--- src/rtl/wfg_drive_spi_pkg.sv ---
// -----------------------------------------------------------------------------
// wfg_drive_spi_pkg
// Shared types and helpers for the SPI drive frame sequencer:
//   - frame sequencer state encoding
//   - frame-size (dff) field encodings
//   - dff_to_bits(): maps the frame-size field to a bit count (8/16/24/32)
// -----------------------------------------------------------------------------
package wfg_drive_spi_pkg;

  localparam int DATA_W  = 32;  // sample word width
  localparam int DIV_W   = 8;   // half-period divider width
  localparam int NBITS_W = 6;   // holds a bit count up to 32
  localparam int EDGE_W  = 7;   // holds an sclk edge count up to 64

  typedef enum logic [1:0] {
    ST_IDLE  = 2'd0,
    ST_SETUP = 2'd1,
    ST_SHIFT = 2'd2,
    ST_HOLD  = 2'd3
  } spi_state_e;

  localparam logic [1:0] DFF_8  = 2'b00;
  localparam logic [1:0] DFF_16 = 2'b01;
  localparam logic [1:0] DFF_24 = 2'b10;
  localparam logic [1:0] DFF_32 = 2'b11;

  function automatic logic [NBITS_W-1:0] dff_to_bits(input logic [1:0] dff);
    logic [NBITS_W-1:0] bits;
    case (dff)
      DFF_8:   bits = 6'd8;
      DFF_16:  bits = 6'd16;
      DFF_24:  bits = 6'd24;
      DFF_32:  bits = 6'd32;
      default: bits = 6'd32;
    endcase
    return bits;
  endfunction

endpackage

--- src/rtl/wfg_drive_spi_clkdiv.sv ---
// -----------------------------------------------------------------------------
// wfg_drive_spi_clkdiv
// Loadable half-period down-counter for the SPI serial clock. The counter is
// loaded with the divider when a frame is accepted, counts down while the
// frame runs, and reloads from the latched divider on every expiry, so each
// half-period lasts (div+1) clocks (div=255 gives 256 clocks).
// Ports:
//   i_clk         clock
//   i_rst         synchronous active-high reset
//   i_clr         synchronous clear (frame abort)
//   i_load        load i_load_val (frame acceptance)
//   i_load_val    divider value to load
//   i_run         count enable (frame in progress)
//   i_reload_val  latched divider used on expiry
//   o_tick        half-period expiry, valid while running
// -----------------------------------------------------------------------------
module wfg_drive_spi_clkdiv
  import wfg_drive_spi_pkg::*;
(
  input  logic             i_clk,
  input  logic             i_rst,
  input  logic             i_clr,
  input  logic             i_load,
  input  logic [DIV_W-1:0] i_load_val,
  input  logic             i_run,
  input  logic [DIV_W-1:0] i_reload_val,
  output logic             o_tick
);

  logic [DIV_W-1:0] r_cnt;
  logic             w_expired;

  assign w_expired = (r_cnt == '0);
  assign o_tick    = i_run & w_expired & ~i_clr;

  always_ff @(posedge i_clk) begin
    if (i_rst || i_clr) begin
      r_cnt <= '0;
    end else if (i_load) begin
      r_cnt <= i_load_val;
    end else if (i_run) begin
      r_cnt <= w_expired ? i_reload_val : r_cnt - 1'b1;
    end
  end

endmodule

--- src/rtl/wfg_drive_spi_seq.sv ---
// -----------------------------------------------------------------------------
// wfg_drive_spi_seq
// SPI drive frame sequencer (CPHA=0). Accepts one sample per start pulse,
// snapshots the SPI configuration at acceptance, and sequences chip-select,
// serial clock and serial data for exactly one frame of 8/16/24/32 bits.
// Ports:
//   wb_clk_i, wb_rst_i        clock, synchronous active-high reset
//   wfg_drive_spi_start_i     single-cycle frame request
//   wfg_axis_tdata_i/tvalid_i sample stream input
//   wfg_axis_tready_o         sample accepted this cycle (combinational)
//   ctrl_en_q_i               channel enable (dropping it aborts a frame)
//   cfg_cpol_q_i              serial clock idle level
//   cfg_dff_q_i               frame size (8/16/24/32)
//   cfg_lsbfirst_q_i          shift LSB first when set
//   cfg_sspol_q_i             chip-select active level
//   clkcfg_div_q_i            half-period = div+1 clocks
//   spi_sclk_o/cs_o/sdo_o     registered SPI pins
//   busy_o                    frame in progress
//   underflow_o / overrun_o   one-cycle error pulses
// -----------------------------------------------------------------------------
module wfg_drive_spi_seq
  import wfg_drive_spi_pkg::*;
(
  input  logic              wb_clk_i,
  input  logic              wb_rst_i,
  input  logic              wfg_drive_spi_start_i,
  input  logic [DATA_W-1:0] wfg_axis_tdata_i,
  input  logic              wfg_axis_tvalid_i,
  output logic              wfg_axis_tready_o,
  input  logic              ctrl_en_q_i,
  input  logic              cfg_cpol_q_i,
  input  logic [1:0]        cfg_dff_q_i,
  input  logic              cfg_lsbfirst_q_i,
  input  logic              cfg_sspol_q_i,
  input  logic [DIV_W-1:0]  clkcfg_div_q_i,
  output logic              spi_sclk_o,
  output logic              spi_cs_o,
  output logic              spi_sdo_o,
  output logic              busy_o,
  output logic              underflow_o,
  output logic              overrun_o
);

  spi_state_e         r_state;
  logic               r_cs;
  logic               r_sclk;
  logic               r_sdo;
  logic               r_underflow;
  logic               r_overrun;
  logic [EDGE_W-1:0]  r_edges;     // sclk edges emitted so far in this frame

  // Frame snapshot (data path, not reset)
  logic               r_cpol;
  logic               r_sspol;
  logic               r_lsbfirst;
  logic [DIV_W-1:0]   r_div;
  logic [NBITS_W-1:0] r_nbits;
  logic [DATA_W-1:0]  r_shreg;     // bits still to be sent, next one at the shift end

  logic               w_active;
  logic               w_accept;
  logic               w_abort;
  logic               w_tick;
  logic               w_shift;
  logic [NBITS_W-1:0] w_nbits_new;
  logic [NBITS_W-1:0] w_shamt;
  logic [DATA_W-1:0]  w_aligned;
  logic               w_first_bit;
  logic [DATA_W-1:0]  w_rest;
  logic               w_next_bit;
  logic [EDGE_W-1:0]  w_last_edge;

  assign w_active    = (r_state != ST_IDLE);
  assign w_accept    = (r_state == ST_IDLE) & wfg_drive_spi_start_i & ctrl_en_q_i &
                       wfg_axis_tvalid_i & ~wb_rst_i;
  assign w_abort     = w_active & ~ctrl_en_q_i;

  // MSB-first frames are left-aligned so the first bit always sits at bit 31
  assign w_nbits_new = dff_to_bits(cfg_dff_q_i);
  assign w_shamt     = 6'd32 - w_nbits_new;
  assign w_aligned   = wfg_axis_tdata_i << w_shamt;
  assign w_first_bit = cfg_lsbfirst_q_i ? wfg_axis_tdata_i[0] : w_aligned[DATA_W-1];
  assign w_rest      = cfg_lsbfirst_q_i ? (wfg_axis_tdata_i >> 1) : (w_aligned << 1);
  assign w_next_bit  = r_lsbfirst ? r_shreg[0] : r_shreg[DATA_W-1];

  // Edges are numbered from 1; an edge produced when r_edges is odd is a
  // trailing edge. The final trailing edge (2N) does not advance sdo.
  assign w_last_edge = {r_nbits, 1'b0};
  assign w_shift     = (r_state == ST_SHIFT) & ctrl_en_q_i & w_tick & r_edges[0] &
                       (r_edges != (w_last_edge - 1'b1));

  wfg_drive_spi_clkdiv u_clkdiv (
    .i_clk        (wb_clk_i),
    .i_rst        (wb_rst_i),
    .i_clr        (w_abort),
    .i_load       (w_accept),
    .i_load_val   (clkcfg_div_q_i),
    .i_run        (w_active),
    .i_reload_val (r_div),
    .o_tick       (w_tick)
  );

  // Frame snapshot and shift register
  always_ff @(posedge wb_clk_i) begin
    if (w_accept) begin
      r_cpol     <= cfg_cpol_q_i;
      r_sspol    <= cfg_sspol_q_i;
      r_lsbfirst <= cfg_lsbfirst_q_i;
      r_div      <= clkcfg_div_q_i;
      r_nbits    <= w_nbits_new;
      r_shreg    <= w_rest;
    end else if (w_shift) begin
      r_shreg    <= r_lsbfirst ? (r_shreg >> 1) : (r_shreg << 1);
    end
  end

  // Frame sequencer with registered pin outputs
  always_ff @(posedge wb_clk_i) begin
    if (wb_rst_i) begin
      r_state     <= ST_IDLE;
      r_cs        <= 1'b1;
      r_sclk      <= 1'b0;
      r_sdo       <= 1'b0;
      r_underflow <= 1'b0;
      r_overrun   <= 1'b0;
      r_edges     <= '0;
    end else begin
      r_underflow <= 1'b0;
      r_overrun   <= wfg_drive_spi_start_i & w_active;
      if (w_abort) begin
        r_state <= ST_IDLE;
        r_cs    <= ~r_sspol;
        r_sclk  <= r_cpol;
        r_sdo   <= 1'b0;
      end else begin
        case (r_state)
          ST_IDLE: begin
            // Idle levels follow the live configuration
            r_cs   <= ~cfg_sspol_q_i;
            r_sclk <= cfg_cpol_q_i;
            r_sdo  <= 1'b0;
            if (w_accept) begin
              r_state <= ST_SETUP;
              r_cs    <= cfg_sspol_q_i;
              r_sdo   <= w_first_bit;
              r_edges <= '0;
            end else if (wfg_drive_spi_start_i && ctrl_en_q_i) begin
              r_underflow <= 1'b1;
            end
          end
          ST_SETUP: begin
            if (w_tick) begin
              r_sclk  <= ~r_cpol;
              r_edges <= 7'd1;
              r_state <= ST_SHIFT;
            end
          end
          ST_SHIFT: begin
            // Last half-period after the final trailing edge keeps sclk idle
            if (w_tick) begin
              if (r_edges == w_last_edge) begin
                r_state <= ST_HOLD;
              end else begin
                r_sclk  <= ~r_sclk;
                r_edges <= r_edges + 1'b1;
                if (w_shift) begin
                  r_sdo <= w_next_bit;
                end
              end
            end
          end
          ST_HOLD: begin
            if (w_tick) begin
              r_state <= ST_IDLE;
              r_cs    <= ~r_sspol;
              r_sclk  <= r_cpol;
              r_sdo   <= 1'b0;
            end
          end
          default: r_state <= ST_IDLE;
        endcase
      end
    end
  end

  assign wfg_axis_tready_o = w_accept;
  assign spi_sclk_o        = r_sclk;
  assign spi_cs_o          = r_cs;
  assign spi_sdo_o         = r_sdo;
  assign busy_o            = w_active;
  assign underflow_o       = r_underflow;
  assign overrun_o         = r_overrun;

endmodule
--- config.mk ---
export PLATFORM = sky130hd
export DESIGN_NAME = wfg_drive_spi_seq
export DESIGN_NICKNAME = d
export VERILOG_FILES = /design/src/rtl/wfg_drive_spi_pkg.sv /design/src/rtl/wfg_drive_spi_clkdiv.sv /design/src/rtl/wfg_drive_spi_seq.sv
export SDC_FILE = /design/constraint.sdc
export NUM_CORES = 1
export LEC_CHECK = 0
export ABC_AREA = 1
export BUFFER_PORTS_ARGS = -buffer_cell sky130_fd_sc_hd__buf_2
export CORE_MARGIN = 4
export CORE_UTILIZATION = 59
export DETAILED_ROUTE_END_ITERATION = 16
export PLACE_DENSITY_LB_ADDON = 0.3
export SYNTH_ARGS = -nofsm -noshare
export SYNTH_HDL_FRONTEND = slang
export SYNTH_SLANG_ARGS = --single-unit
--- constraint.sdc ---
create_clock -name wb_clk_i -period 3.4 [get_ports wb_clk_i]
set_clock_uncertainty 0.1 [all_clocks]
set_input_delay 0.17 -clock wb_clk_i [delete_from_list [all_inputs] [get_ports wb_clk_i]]
set_output_delay 0.17 -clock wb_clk_i [all_outputs]
set_load 0.02 [all_outputs]
Word level (Yosys, flattened, before mapping)

Cells that the tools add are included.

Output and inout bits: 7
Word-level logic and storage cells: 114
Register bits: 71
Bits of input ports: 50

Bitwise gates (word level): 20
Muxes and demuxes: 38
$add $sub $neg: 4
Reduce and logical (&&, ||, !) cells: 18
Equality and inequality tests: 19
Shift-type cells: 1

Operators with widths:

| cell                  | count |
|---|---|
| $mux W32              | 4 |
| $shl A32 B6 Y32       | 1 |
| $mux W7               | 4 |
| $mux W8               | 3 |
| $pmux W6 S4           | 1 |
| $pmux W7 S3           | 1 |
| $mux W1               | 16 |
| $and A1 B1 Y1         | 12 |
| $ne A2 B2 Y1 const B  | 6 |
| $ne A3 B2 Y1 const B  | 4 |
| $mux W2               | 5 |
| $reduce_and A5 Y1     | 2 |
| $reduce_bool A3 Y1    | 3 |
| $eq A2 B2 Y1 const B  | 4 |
| $logic_not A8 Y1      | 1 |
| $not A1 Y1            | 8 |
| $pmux W2 S4           | 1 |
| $sub A8 B1 Y8 const B | 1 |
| $add A7 B1 Y7 const B | 1 |
| $eq A7 B7 Y1          | 1 |
| $ne A7 B7 Y1          | 1 |
| $sub A7 B1 Y7 const B | 1 |
| $reduce_and A6 Y1     | 1 |
| $reduce_bool A2 Y1    | 3 |
| other kinds (13)      | 15 |

Logic depth before layout (Yosys ltp)

Gate-level depths: netlist (run 1).

Depth in word-level cells: 11
Gate-level depth with buffers: 13
Mapped depth without buffers: 13

Hierarchy

From an unflattened synthesis (run 1), not the netlist that was laid out.

Cell total of the unflattened synthesis: 602
Area, all modules: 4653.2 um^2

Modules (own cells, without submodules):

| module               | cells each | sequential area each (um^2) | times used | area an instance (um^2) |
|---|---|---|---|---|
| wfg_drive_spi_seq    | 500        | 1661.6                      | 1          | 3980.1 |
| wfg_drive_spi_clkdiv | 102        | 160.2                       | 1          | 673.1 |

Worst setup path before layout (run 1)

OpenSTA, ideal clock, no wires.

Kind: reg2reg
From: register r_state[0]
To: register r_shreg[0], enable pin
Data required time: 2821 ps
Setup time: 479 ps
Arrival: 1837 ps
Buffers on the path: 3
Period minus slack after synthesis: 2416 ps
Setup slack: 984 ps
Cell stages (with the launch flop): 8
Path through: dfxtp_1 > inv_1 > ha_1 > buf_2 > nand4_2 > buf_2 > buf_2 > nand2_1

Word-level cells in the longest chain between the ends: 8
Elaborated cells on any way between the ends: 16
Those cells by class: eq/ne (1); bitwise (12); reduce/logical (3)

RTL lines:

| item                                  | RTL line                   | text |
|---|---|---|
| start: declaration                    | wfg_drive_spi_seq.sv:44    | `spi_state_e r_state;` |
| start signal: assignment              | wfg_drive_spi_seq.sv:120   | `r_state <= ST_IDLE;` |
| start signal: assignment              | wfg_drive_spi_seq.sv:131   | `r_state <= ST_IDLE;` |
| start signal: assignment              | wfg_drive_spi_seq.sv:143   | `r_state <= ST_SETUP;` |
| $reduce_bool A2 Y1                    | wfg_drive_spi_seq.sv:73    | `assign w_active = (r_state != ST_IDLE);` |
| $and A1 B1 Y1                         | wfg_drive_spi_seq.sv:76    | `assign w_abort = w_active & ~ctrl_en_q_i;` |
| $not A1 Y1                            | wfg_drive_spi_clkdiv.sv:34 | `assign o_tick = i_run & w_expired & ~i_clr;` |
| $and A1 B1 Y1                         | wfg_drive_spi_clkdiv.sv:34 |  |
| $and A1 B1 Y1 (3 in series)           | wfg_drive_spi_seq.sv:89    | `assign w_shift = (r_state == ST_SHIFT) & ctrl_en_q_i & w_tick & r_edges[0] &` |
| $reduce_bool A2 Y1 (no source line) * | n/a                        |  |
| end signal: assignment                | wfg_drive_spi_seq.sv:111   | `r_shreg <= w_rest;` |
| end signal: assignment                | wfg_drive_spi_seq.sv:113   | `r_shreg <= r_lsbfirst ? (r_shreg >> 1) : (r_shreg << 1);` |
| end: declaration                      | wfg_drive_spi_seq.sv:58    | `logic [DATA_W-1:0] r_shreg;` |

Every way passes the cells marked *; elsewhere a longest branch is shown, timed or not.
A chain may end at the register's enable or synchronous reset.

Final worst setup path (run 1)

From: register r_state[0]
To: output port wfg_axis_tready_o

Word-level cells in the longest chain between the ends: 5

RTL lines:

| item                        | RTL line                | text |
|---|---|---|
| $logic_not A2 Y1            | wfg_drive_spi_seq.sv:74 | `assign w_accept = (r_state == ST_IDLE) & wfg_drive_spi_start_i & ctrl_en_q_i &` |
| $and A1 B1 Y1 (3 in series) | wfg_drive_spi_seq.sv:74 |  |
| $and A1 B1 Y1               | wfg_drive_spi_seq.sv:75 | `wfg_axis_tvalid_i & ~wb_rst_i;` |
| end: declaration            | wfg_drive_spi_seq.sv:29 | `output logic wfg_axis_tready_o,` |

Every way passes these cells.

==> flow_summary.json, run 1 <==
{
  "synth_top_family_by_area": "simple AND/OR/NAND/NOR gates",
  "power.static_leakage_nw": 2.15,
  "grt_pass1_vias": 4154,
  "timing.hold.worst.start": "ctrl_en_q_i",
  "power_switching_mw": 1.24,
  "cells_along_the_critical_path": "inv_1 > ha_1 > nand4_1 > nor2_2 > buf_4 > buf_2",
  "post-cts-setup-buffers": 0,
  "timing.final.crit_share_pct": 78.3,
  "holdWs_ns": 0.0760,
  "grt_overflow_total": 0,
  "via_count": 4346,
  "area.sequential_mm2": 0.00182,
  "slowest_stage": "sky130_fd_sc_hd__nor2_2",
  "grt_antenna_before_repair": 0,
  "yosys-mux-area-fraction_pct": 0.225,
  "floorplan.die_area_mm2": 0.00900,
  "pwr-share-seq_pct": 34.1,
  "drt-initial-drc-count": 388,
  "chipHeight_um": 94.9,
  "max_freq_mhz": 376,
  "detailed_placement_hpwl_mm": 8.28,
  "antenna_cells_inserted": 0,
  "synthCells": 584,
  "core_area_mm2": 0.00729,
  "tritoncts_clock_tree": "yes",
  "insertion_delay_ns": 0.34,
  "worst_path_largest_cell_delay_ns": 0.48,
  "clock_tree.htree_level_count": 3,
  "detail_route.drc_violations": 0,
  "worst_pin_slew_ns": 0.563,
  "timing.reg2reg.worst_path_depth": 9,
  "synth_adder_area_share_pct": 3.65,
  "clk_pin_slew_ns": 0.07,
  "initial_utilization_pct": 61.0,
  "netSwitchingFraction_pct": 40.3,
  "totalWireLength_mm": 11.5,
  "rsz0062_at_grt": "no",
  "total_power_mw": 3.08,
  "final_hold_viol_count": 0,
  "port_buffers": 56,
  "chipWidth_um": 94.9,
  "synth.net_count": 647,
  "grt_start_max_net_pins": 58,
  "cell_internal_pwr_mw": 1.84,
  "grt.total_usage_pct": 26.3,
  "worst-endpoint-required_ns": 3.13,
  "global_route.usage.met2_pct": 45.7,
  "tritoncts.num_buffers": 9,
  "grt_busiest_layer": "met2",
  "clock_power_share_pct": 23.0,
  "cts_num_sinks": 68,
  "fill_cells": 628,
  "setup_viol_count_final": 0,
  "rows": 31,
  "cts_root_buffer": "sky130_fd_sc_hd__clkbuf_8",
  "gp_congestion": 0.944,
  "reg2reg_from": "r_state[0]",
  "globalRouteMet1Util_pct": 33.0,
  "clock_tree.buffer_depth": 2,
  "yosysWarningCount": 0,
  "criticalPathCategory": "register to primary output",
  "synth_area_mm2": 0.00445,
  "arrival_time_reported_for_the_critical_path_endpoint_ns": 2.39,
  "synth_sequential_area_ratio_pct": 40.9,
  "dp_worst_setup_slack_ns": 1.07,
  "synth_cell_type_count": 39,
  "postSynthAreaPerCell_um2": 7.62,
  "endpoint_kind": "primary output",
  "hold_path_depth": 3,
  "routed_via_density": 5.79,
  "finish.net_count": 709,
  "hold_end": "underflow_o",
  "timing.critical_path.from_type": "register",
  "final_max_slew_viol_count": 0,
  "met3_usage_pct": 5.50,
  "area.growth.synth_to_final_pct": 15.2,
  "timing.critical_path.fanout_max": 18,
  "worstReg2RegEnd": "u_clkdiv.r_cnt[6]",
  "max-vdd-ir-drop_mv": 0.282,
  "status": "finished clean",
  "post_synthesis_share_of_cell_area_spent_on_xor_and_xnor_gates_pct": 0.984,
  "ios": 57,
  "power.density_mw_per_mm2": 601,
  "synth-compound-area-share_pct": 20.0,
  "synth.ff_latch_count": 68,
  "firstDrtPassIters": 7,
  "area_used_by_multi_input_combinational_logic_mm2": 0.00227,
  "hold_path_class": "primary input to register",
  "worst_slack_ns": 0.739,
  "comb_power_share_pct": 42.8,
  "setup_slack_of_the_most_critical_reg_to_reg_path_ns": 1.03,
  "number_of_maximum_capacitance_violations": 0,
  "setup_tns_ns": 0,
  "min_period_ns": 2.66,
  "post_route_cells_drive_above_1_share_pct": 17.2,
  "grt_pass1_wl_mm": 18.8,
  "slew_headroom_pct": 62.4,
  "post_synth_and_or_nand_nor_area_fraction_pct": 26.0,
  "antenna_left": 0,
  "post_drt_wl_per_cell_um": 15.3
}
layout make-up:
type	instances	share of cell area [%]
clock buffers	12	3.24
flip-flops and latches	68	35.5
repair buffers	76	9.08
clock inverters	4	0.878
well taps	99	2.42
inverters	64	4.68
multi-input cells	427	44.2
sequential cells by signal, summed over array words and instances (netlist names):
name            flops
r_state             2
overrun_o           1
spi_sclk_o          1
r_cpol              1
r_div               8
r_lsbfirst          1
underflow_o         1
spi_sdo_o           1
spi_cs_o            1
r_shreg            32
r_nbits             3
u_clkdiv.r_cnt      8
r_edges             7
r_sspol             1
per-stage QoR:
stage               cells  utilization, %  area [µm²]
floorplan             584               -        4450
global placement      720            65.5        4780
detailed placement    720            65.5        4780
CTS                   750            70.3        5130
global route          750            70.3        5130
finish                750            70.3        5130
worst max-delay path, delay by kind of cell (launching register included):
kind / cells / cell delay [ns]
buf+inv: 3 / 0.68
simple gates: 2 / 0.68
flops: 1 / 0.36
fa+ha+maj: 1 / 0.34
worst max path at each step:
stage	from	end	slack, ns	cells after the start
5_1_grt	r_state[0]	wfg_axis_tready_o	0.59	6
3_5_place_dp	r_state[1]	u_clkdiv.r_cnt[6]	1.07	9
2_1_floorplan	r_state[0]	r_shreg[0]	0.98	7
6_report	r_state[0]	wfg_axis_tready_o	0.74	6
3_3_place_gp	r_state[0]	r_edges[4]	1.16	9
4_1_cts	r_state[1]	wfg_axis_tready_o	0.75	6
layer usage:
layer	share of wire (%)	routed length, µm	up-vias
met5	0	0	-
met3	8.1	923	22
met2	49	5550	211
met1	42	4760	1996
li1	-	-	2117
met4	1.8	208	0
repair_timing:
item,CTS,global route
hold buffers,14,0
hold endpoints to repair,14,0
resized for setup,0,0
synthesized netlist by cell type:
cell type / instances / area (µm²)
sky130_fd_sc_hd__clkbuf_1: 11 / 41.3
sky130_fd_sc_hd__nor2_4: 3 / 33.8
sky130_fd_sc_hd__nand3_2: 2 / 20.0
sky130_fd_sc_hd__o22ai_1: 3 / 18.8
sky130_fd_sc_hd__edfxtp_1: 46 / 1380
sky130_fd_sc_hd__ha_1: 13 / 163
sky130_fd_sc_hd__nor2_1: 59 / 221
sky130_fd_sc_hd__nand2_1: 147 / 552
sky130_fd_sc_hd__o211ai_1: 14 / 105
sky130_fd_sc_hd__a32oi_1: 23 / 201
sky130_fd_sc_hd__nand2_2: 6 / 37.5
sky130_fd_sc_hd__nor2_8: 1 / 20.0
sky130_fd_sc_hd__mux2i_1: 1 / 10.0
sky130_fd_sc_hd__buf_2: 11 / 55.1
sky130_fd_sc_hd__buf_6: 1 / 11.3
sky130_fd_sc_hd__a22oi_1: 1 / 7.51
sky130_fd_sc_hd__nand2_4: 1 / 11.3
sky130_fd_sc_hd__nor2_2: 2 / 12.5
sky130_fd_sc_hd__nand4_2: 1 / 12.5
sky130_fd_sc_hd__xnor2_1: 2 / 17.5
sky130_fd_sc_hd__o32ai_1: 1 / 8.76
sky130_fd_sc_hd__a21oi_1: 47 / 235
sky130_fd_sc_hd__inv_1: 54 / 203
sky130_fd_sc_hd__nor3_1: 6 / 30.0
sky130_fd_sc_hd__nand3_1: 24 / 120
sky130_fd_sc_hd__o21ai_1: 6 / 30.0
sky130_fd_sc_hd__o221ai_1: 6 / 52.6
sky130_fd_sc_hd__o21ai_0: 35 / 175
sky130_fd_sc_hd__buf_4: 2 / 15.0
sky130_fd_sc_hd__dfxtp_1: 22 / 440
sky130_fd_sc_hd__nand4_1: 2 / 12.5
sky130_fd_sc_hd__inv_2: 10 / 37.5
sky130_fd_sc_hd__a31oi_1: 3 / 18.8
sky130_fd_sc_hd__o31ai_1: 1 / 7.51
sky130_fd_sc_hd__xor2_1: 3 / 26.3
sky130_fd_sc_hd__nand3_4: 1 / 17.5
sky130_fd_sc_hd__nand3b_1: 1 / 7.51
sky130_fd_sc_hd__or2_2: 8 / 50.1
sky130_fd_sc_hd__o21bai_1: 4 / 30.0
layout by cell type (no fill, tap or decap), types with 22 or more instances in the layout:
cell type / synthesis / layout
sky130_fd_sc_hd__inv_1: 54 / 54
sky130_fd_sc_hd__nor2_1: 59 / 59
sky130_fd_sc_hd__nand3_1: 24 / 24
sky130_fd_sc_hd__a21oi_1: 47 / 47
sky130_fd_sc_hd__nand2_1: 147 / 147
sky130_fd_sc_hd__dfxtp_1: 22 / 22
sky130_fd_sc_hd__o21ai_0: 35 / 35
sky130_fd_sc_hd__edfxtp_1: 46 / 46
sky130_fd_sc_hd__a32oi_1: 23 / 23
sky130_fd_sc_hd__buf_2: 11 / 56
cell families (layout without fill, tap and decap cells):
| group | count (synthesis) | in the layout |
|---|---|---|
| simple gates | 264 | 264 |
| xor+xnor | 5 | 5 |
| compound gates | 144 | 144 |
| flops | 68 | 68 |
| mux | 1 | 1 |
| buf+inv | 89 | 156 |
| fa+ha+maj | 13 | 13 |
power groups by stage:
stage               logic [mW]  registers, mW  clock network (mW)
floorplan                0.983           1.07                   0
global placement          1.24           1.06                   0
detailed placement        1.28           1.07                   0
CTS                       1.30           1.05               0.713
global route              1.47           1.06               0.753
finish                    1.32           1.05               0.710
Power figures use the tool's default switching activity.
==> run 2, diff against run 1 <==
- clock period: 3.4 -> 2.5 ns (I/O delays scaled with it)
==> run 2 against run 1 <==
Compared with the run above: register-to-register slack lost 0.66 ns; total power grew 38%; sequential power grew 36%; via count grew 0.53%; critical path depth is the same; final cell count grew 0.27%; design area grew 1.1%; flip-flop and latch count is the same; utilization grew 0.81 points; largest cell class unchanged.
==> flow_summary.json, run 2 (synthesis gave the netlist of run 1 again) <==
{
  "grt.total_usage_pct": 28.3,
  "power.density_mw_per_mm2": 820,
  "pwr-share-seq_pct": 33.7,
  "antenna_left": 0,
  "tritoncts.num_buffers": 9,
  "worst_pin_slew_ns": 0.643,
  "power.static_leakage_nw": 2.18,
  "clock_power_share_pct": 24.1,
  "criticalPathCategory": "register to primary output",
  "number_of_maximum_capacitance_violations": 0,
  "totalWireLength_mm": 12.0,
  "rows": 31,
  "via_count": 4369,
  "hold_end": "r_nbits[5]",
  "core_area_mm2": 0.00729,
  "chipHeight_um": 94.9,
  "finish.net_count": 711,
  "hold_path_depth": 2,
  "min_period_ns": 2.24,
  "detail_route.drc_violations": 0,
  "max_freq_mhz": 445,
  "setup_tns_ns": 0,
  "timing.final.crit_share_pct": 89.8,
  "slew_headroom_pct": 57.1,
  "clk_pin_slew_ns": 0.08,
  "max-vdd-ir-drop_mv": 0.400,
  "total_power_mw": 4.25,
  "ios": 57,
  "timing.critical_path.fanout_max": 18,
  "status": "finished clean",
  "largest_reg_flops": 32,
  "cell_internal_pwr_mw": 2.55,
  "final_max_slew_viol_count": 0,
  "clock_tree.buffer_depth": 2,
  "timing.critical_path.from_type": "register",
  "largestRegisters": "r_shreg x32, r_div x8, u_clkdiv.r_cnt x8",
  "tritoncts_clock_tree": "yes",
  "grt_overflow_total": 0,
  "most_common_library_cell_in_the_layout_ignoring_fill_and_taps": "sky130_fd_sc_hd__nand2_1",
  "comb_power_share_pct": 42.2,
  "gp_congestion": 0.926,
  "rsz0062_at_grt": "no",
  "insertion_delay_ns": 0.35,
  "final_hold_viol_count": 0,
  "clock_tree.htree_level_count": 3,
  "arrival_time_reported_for_the_critical_path_endpoint_ns": 2.02,
  "largest_register": "r_shreg",
  "detailed_placement_hpwl_mm": 8.56,
  "area.growth.synth_to_final_pct": 16.6,
  "antenna_cells_inserted": 0,
  "firstDrtPassIters": 5,
  "setup_viol_count_final": 0,
  "area.sequential_mm2": 0.00182,
  "mostFrequentLayoutCells": "sky130_fd_sc_hd__nand2_1, sky130_fd_sc_hd__nor2_1, sky130_fd_sc_hd__buf_2, sky130_fd_sc_hd__inv_1, sky130_fd_sc_hd__a21oi_1",
  "worstReg2RegEnd": "r_edges[5]",
  "grt_antenna_before_repair": 0,
  "drt-initial-drc-count": 358,
  "hold_path_class": "primary input to register",
  "netSwitchingFraction_pct": 40.1,
  "timing.hold.worst.start": "cfg_dff_q_i[0]",
  "timing.reg2reg.worst_path_depth": 8,
  "endpoint_kind": "primary output",
  "floorplan.die_area_mm2": 0.00900,
  "post_drt_wl_per_cell_um": 15.9,
  "area_used_by_multi_input_combinational_logic_mm2": 0.00227,
  "cts_num_sinks": 68,
  "fill_cells": 613,
  "cts_root_buffer": "sky130_fd_sc_hd__clkbuf_8",
  "grt_start_max_net_pins": 59,
  "initial_utilization_pct": 61.0,
  "routed_via_density": 5.81,
  "reg2reg_from": "r_state[0]",
  "grt_pass1_wl_mm": 19.8,
  "setup_slack_of_the_most_critical_reg_to_reg_path_ns": 0.37,
  "post_route_cells_drive_above_1_share_pct": 17.5,
  "worst-endpoint-required_ns": 2.28,
  "power_switching_mw": 1.71,
  "port_buffers": 56,
  "grt_pass1_vias": 4267,
  "chipWidth_um": 94.9
}
-- run 2: critical path: stages, from the launching register on --
cell                      delay [ns]
sky130_fd_sc_hd__dfxtp_1        0.36
sky130_fd_sc_hd__inv_1          0.10
sky130_fd_sc_hd__ha_1           0.34
sky130_fd_sc_hd__nand4_1        0.19
sky130_fd_sc_hd__nor2_2         0.18
sky130_fd_sc_hd__buf_4          0.28
sky130_fd_sc_hd__buf_2          0.22
-- run 2: area by class of cell --
| type | instances | area share (%) |
|---|---|---|
| multi-input combinational | 427 | 43.7 |
| sequential | 68 | 35.1 |
| timing repair buffer | 78 | 9.74 |
| inverter | 64 | 4.63 |
| clock buffer | 12 | 3.42 |
| tap | 99 | 2.39 |
| clock inverter | 4 | 1.01 |
-- run 2: worst max path at each step --
stage / slack (ns) / startpoint / to
global placement: 0.48 / cfg_dff_q_i[0] / r_shreg[17]
finish: 0.26 / r_state[0] / wfg_axis_tready_o
global route: 0.12 / r_state[1] / wfg_axis_tready_o
CTS: 0.26 / r_state[0] / wfg_axis_tready_o
floorplan: 0.08 / r_state[0] / r_shreg[0]
detailed placement: 0.37 / cfg_dff_q_i[0] / r_shreg[18]
-- run 2: per-layer routing --
layer | wire (µm) | up-vias | track usage [%]
met5 | 0 | - | 0
met4 | 256 | 0 | 10.8
met3 | 766 | 23 | 5.26
met2 | 5940 | 183 | 49.1
met1 | 5000 | 2031 | 34.9
li1 | - | 2132 | -
-- run 2: power groups by stage --
stage	clock network (mW)	registers, mW	logic (mW)
2_1_floorplan	0	1.46	1.34
3_3_place_gp	0	1.45	1.69
3_5_place_dp	0	1.45	1.74
4_1_cts	1.04	1.43	1.77
5_1_grt	1.09	1.45	2.02
6_report	1.02	1.43	1.80
-- run 2: timing repair --
| action | in CTS | in global routing |
|---|---|---|
| resized for setup | 0 | 0 |
| hold buffers | 14 | 0 |
| setup buffers | 0 | 0 |
| endpoints found under the hold margin | 17 | 0 |
-- run 2: through the flow --
stage / std cells / instance area (µm²) / setup WS, ns / util (%) / hold slack (ns)
floorplan: 584 / 4450 / 0.0843 / - / 0.0941
global placement: 722 / 4820 / 0.480 / 66.1 / 0.213
detailed placement: 722 / 4820 / 0.373 / 66.1 / 0.215
CTS: 752 / 5190 / 0.260 / 71.1 / 0.00664
global route: 752 / 5190 / 0.122 / 71.1 / 0.000872
finish: 752 / 5190 / 0.255 / 71.1 / 0.0125
==> run 3, diff against run 2 <==
- CORE_UTILIZATION: 59 -> 41
==> run 3 against run 2 <==
Compared with the run above: critical endpoint unchanged; largest power group unchanged; utilization decreased by 21 points; critical path type unchanged; routed wire length increased by 1.3%; clock power increased by 5%; die area increased by 40%; via count decreased by 1.6%; clock-buffer cell count increased by 2; sequential power about the same; global-route usage decreased by 8.8 points; sequential share of layout area decreased by 0.46 points.
==> flow_summary.json, run 3 (synthesis gave the netlist of run 1 again) <==
{
  "worst-endpoint-required_ns": 2.28,
  "grt_pass1_wl_mm": 20.4,
  "criticalPathCategory": "register to primary output",
  "post-cts-setup-buffers": 0,
  "largest_reg_flops": 32,
  "worst_pin_slew_ns": 0.401,
  "chipHeight_um": 112,
  "area.growth.synth_to_final_pct": 18.1,
  "antenna_cells_inserted": 0,
  "fill_cells": 1067,
  "grt_overflow_total": 0,
  "dp_worst_setup_slack_ns": 0.330,
  "via_count": 4299,
  "core_area_mm2": 0.0105,
  "clock_tree.buffer_depth": 2,
  "antenna_left": 0,
  "timing.critical_path.fanout_max": 18,
  "rsz0062_at_grt": "no",
  "clock_tree.htree_level_count": 3,
  "worst_slack_ns": 0.155,
  "mostFrequentLayoutCells": "sky130_fd_sc_hd__nand2_1, sky130_fd_sc_hd__nor2_1, sky130_fd_sc_hd__buf_2, sky130_fd_sc_hd__inv_1, sky130_fd_sc_hd__a21oi_1",
  "grt_start_max_net_pins": 64,
  "grt_pass1_vias": 4308,
  "final_hold_viol_count": 0,
  "timing.critical_path.from_type": "register",
  "grt_busiest_layer": "met2",
  "status": "finished clean",
  "tritoncts_clock_tree": "yes",
  "min_period_ns": 2.34,
  "drt-initial-drc-count": 310,
  "tritoncts.num_buffers": 9,
  "grt_antenna_before_repair": 0,
  "routed_via_density": 5.44,
  "grt.total_usage_pct": 19.5,
  "largestRegisters": "r_shreg x32, r_div x8, u_clkdiv.r_cnt x8",
  "power.static_leakage_nw": 2.19,
  "final_max_slew_viol_count": 0,
  "number_of_maximum_capacitance_violations": 0,
  "power.density_mw_per_mm2": 810,
  "gp_congestion": 0.939,
  "most_common_library_cell_in_the_layout_ignoring_fill_and_taps": "sky130_fd_sc_hd__nand2_1",
  "largest_register": "r_shreg",
  "setup_tns_ns": 0,
  "max-vdd-ir-drop_mv": 0.322,
  "initial_utilization_pct": 42.5,
  "finish.net_count": 712,
  "cts_num_sinks": 68,
  "setup_viol_count_final": 0,
  "cts_root_buffer": "sky130_fd_sc_hd__clkbuf_8",
  "clk_pin_slew_ns": 0.08,
  "chipWidth_um": 112,
  "timing.final.crit_share_pct": 93.8,
  "rows": 37,
  "slew_headroom_pct": 73.2,
  "met3_usage_pct": 4.15,
  "detail_route.drc_violations": 0,
  "ios": 57,
  "globalRouteMet1Util_pct": 26.3,
  "max_freq_mhz": 426,
  "arrival_time_reported_for_the_critical_path_endpoint_ns": 2.12,
  "firstDrtPassIters": 5,
  "hold_path_class": "primary input to register",
  "floorplan.die_area_mm2": 0.0126,
  "post_drt_wl_per_cell_um": 15.3,
  "port_buffers": 56,
  "post_route_cells_drive_above_1_share_pct": 17.6,
  "totalWireLength_mm": 12.1,
  "global_route.usage.met2_pct": 31.8,
  "endpoint_kind": "primary output",
  "detailed_placement_hpwl_mm": 8.89,
  "insertion_delay_ns": 0.36
}
run 3: cell types whose count changed in the layout (fill, tap and decap cells not counted), sizes merged:
| cell | previous run | this run |
|---|---|---|
| clkinv | 3 | 1 |
| clkbuf | 12 | 14 |
| buf | 64 | 65 |
run 3: repair_timing:
item	CTS	global route
resized for setup	0	1
endpoints found under the setup margin	0	1
endpoints found under the hold margin	17	0
hold buffers	14	0
run 3: stage by stage:
stage | util [%] | total power, mW | hold slack [ns] | instance area (µm²) | instances
final | 50.2 | 4.26 | 0.0162 | 5260 | 790
after global routing | 50.2 | 4.61 | 0.0158 | 5260 | 790
after CTS | 50.2 | 4.28 | 0.00701 | 5250 | 790
after detailed placement | 46.6 | 3.19 | 0.222 | 4870 | 760
after global placement | 46.6 | 3.14 | 0.222 | 4870 | 760
after floorplan | - | 2.80 | 0.0941 | 4450 | 584
run 3: path summary, 6_finish.rpt:
path	cells after the start	slack, ns	start	end
worst max register to register	8	0.32	r_state[0]	r_edges[6]
worst min-delay path	3	0.02	wfg_axis_tdata_i[28]	r_shreg[27]
worst max-delay path	6	0.16	r_state[0]	wfg_axis_tready_o
worst min register to register	2	0.37	spi_cs_o	spi_cs_o
run 3: where the power goes:
part           leakage [nW]  switching [mW]  total (mW)  internal [mW]
registers             0.598          0.0959        1.43           1.33
clock network         0.123           0.434        1.07          0.636
logic                  1.47            1.13        1.76          0.631
total                  2.19            1.66        4.26           2.60
run 3: critical path, stage by stage (launching register included):
cell                      delay [ns]
sky130_fd_sc_hd__dfxtp_1        0.36
sky130_fd_sc_hd__inv_1          0.10
sky130_fd_sc_hd__ha_1           0.34
sky130_fd_sc_hd__nand4_1        0.23
sky130_fd_sc_hd__nor2_4         0.23
sky130_fd_sc_hd__buf_4          0.29
sky130_fd_sc_hd__buf_2          0.21
run 3: cell type report:
cell class	instances	area [µm²]	area share, %
clock buffers	14	205	3.90
well taps	136	170	3.24
inverters	64	240	4.57
multi-input cells	427	2270	43.2
flip-flops and latches	68	1820	34.7
clock inverters	2	35.0	0.667
repair buffers	79	513	9.76
run 3: per-layer routing:
| layer | part of all wire (%) | vias up |
|---|---|---|
| li1 | - | 2124 |
| met4 | 1.3 | 0 |
| met5 | 0 | - |
| met3 | 6.1 | 13 |
| met2 | 47 | 147 |
| met1 | 46 | 2015 |
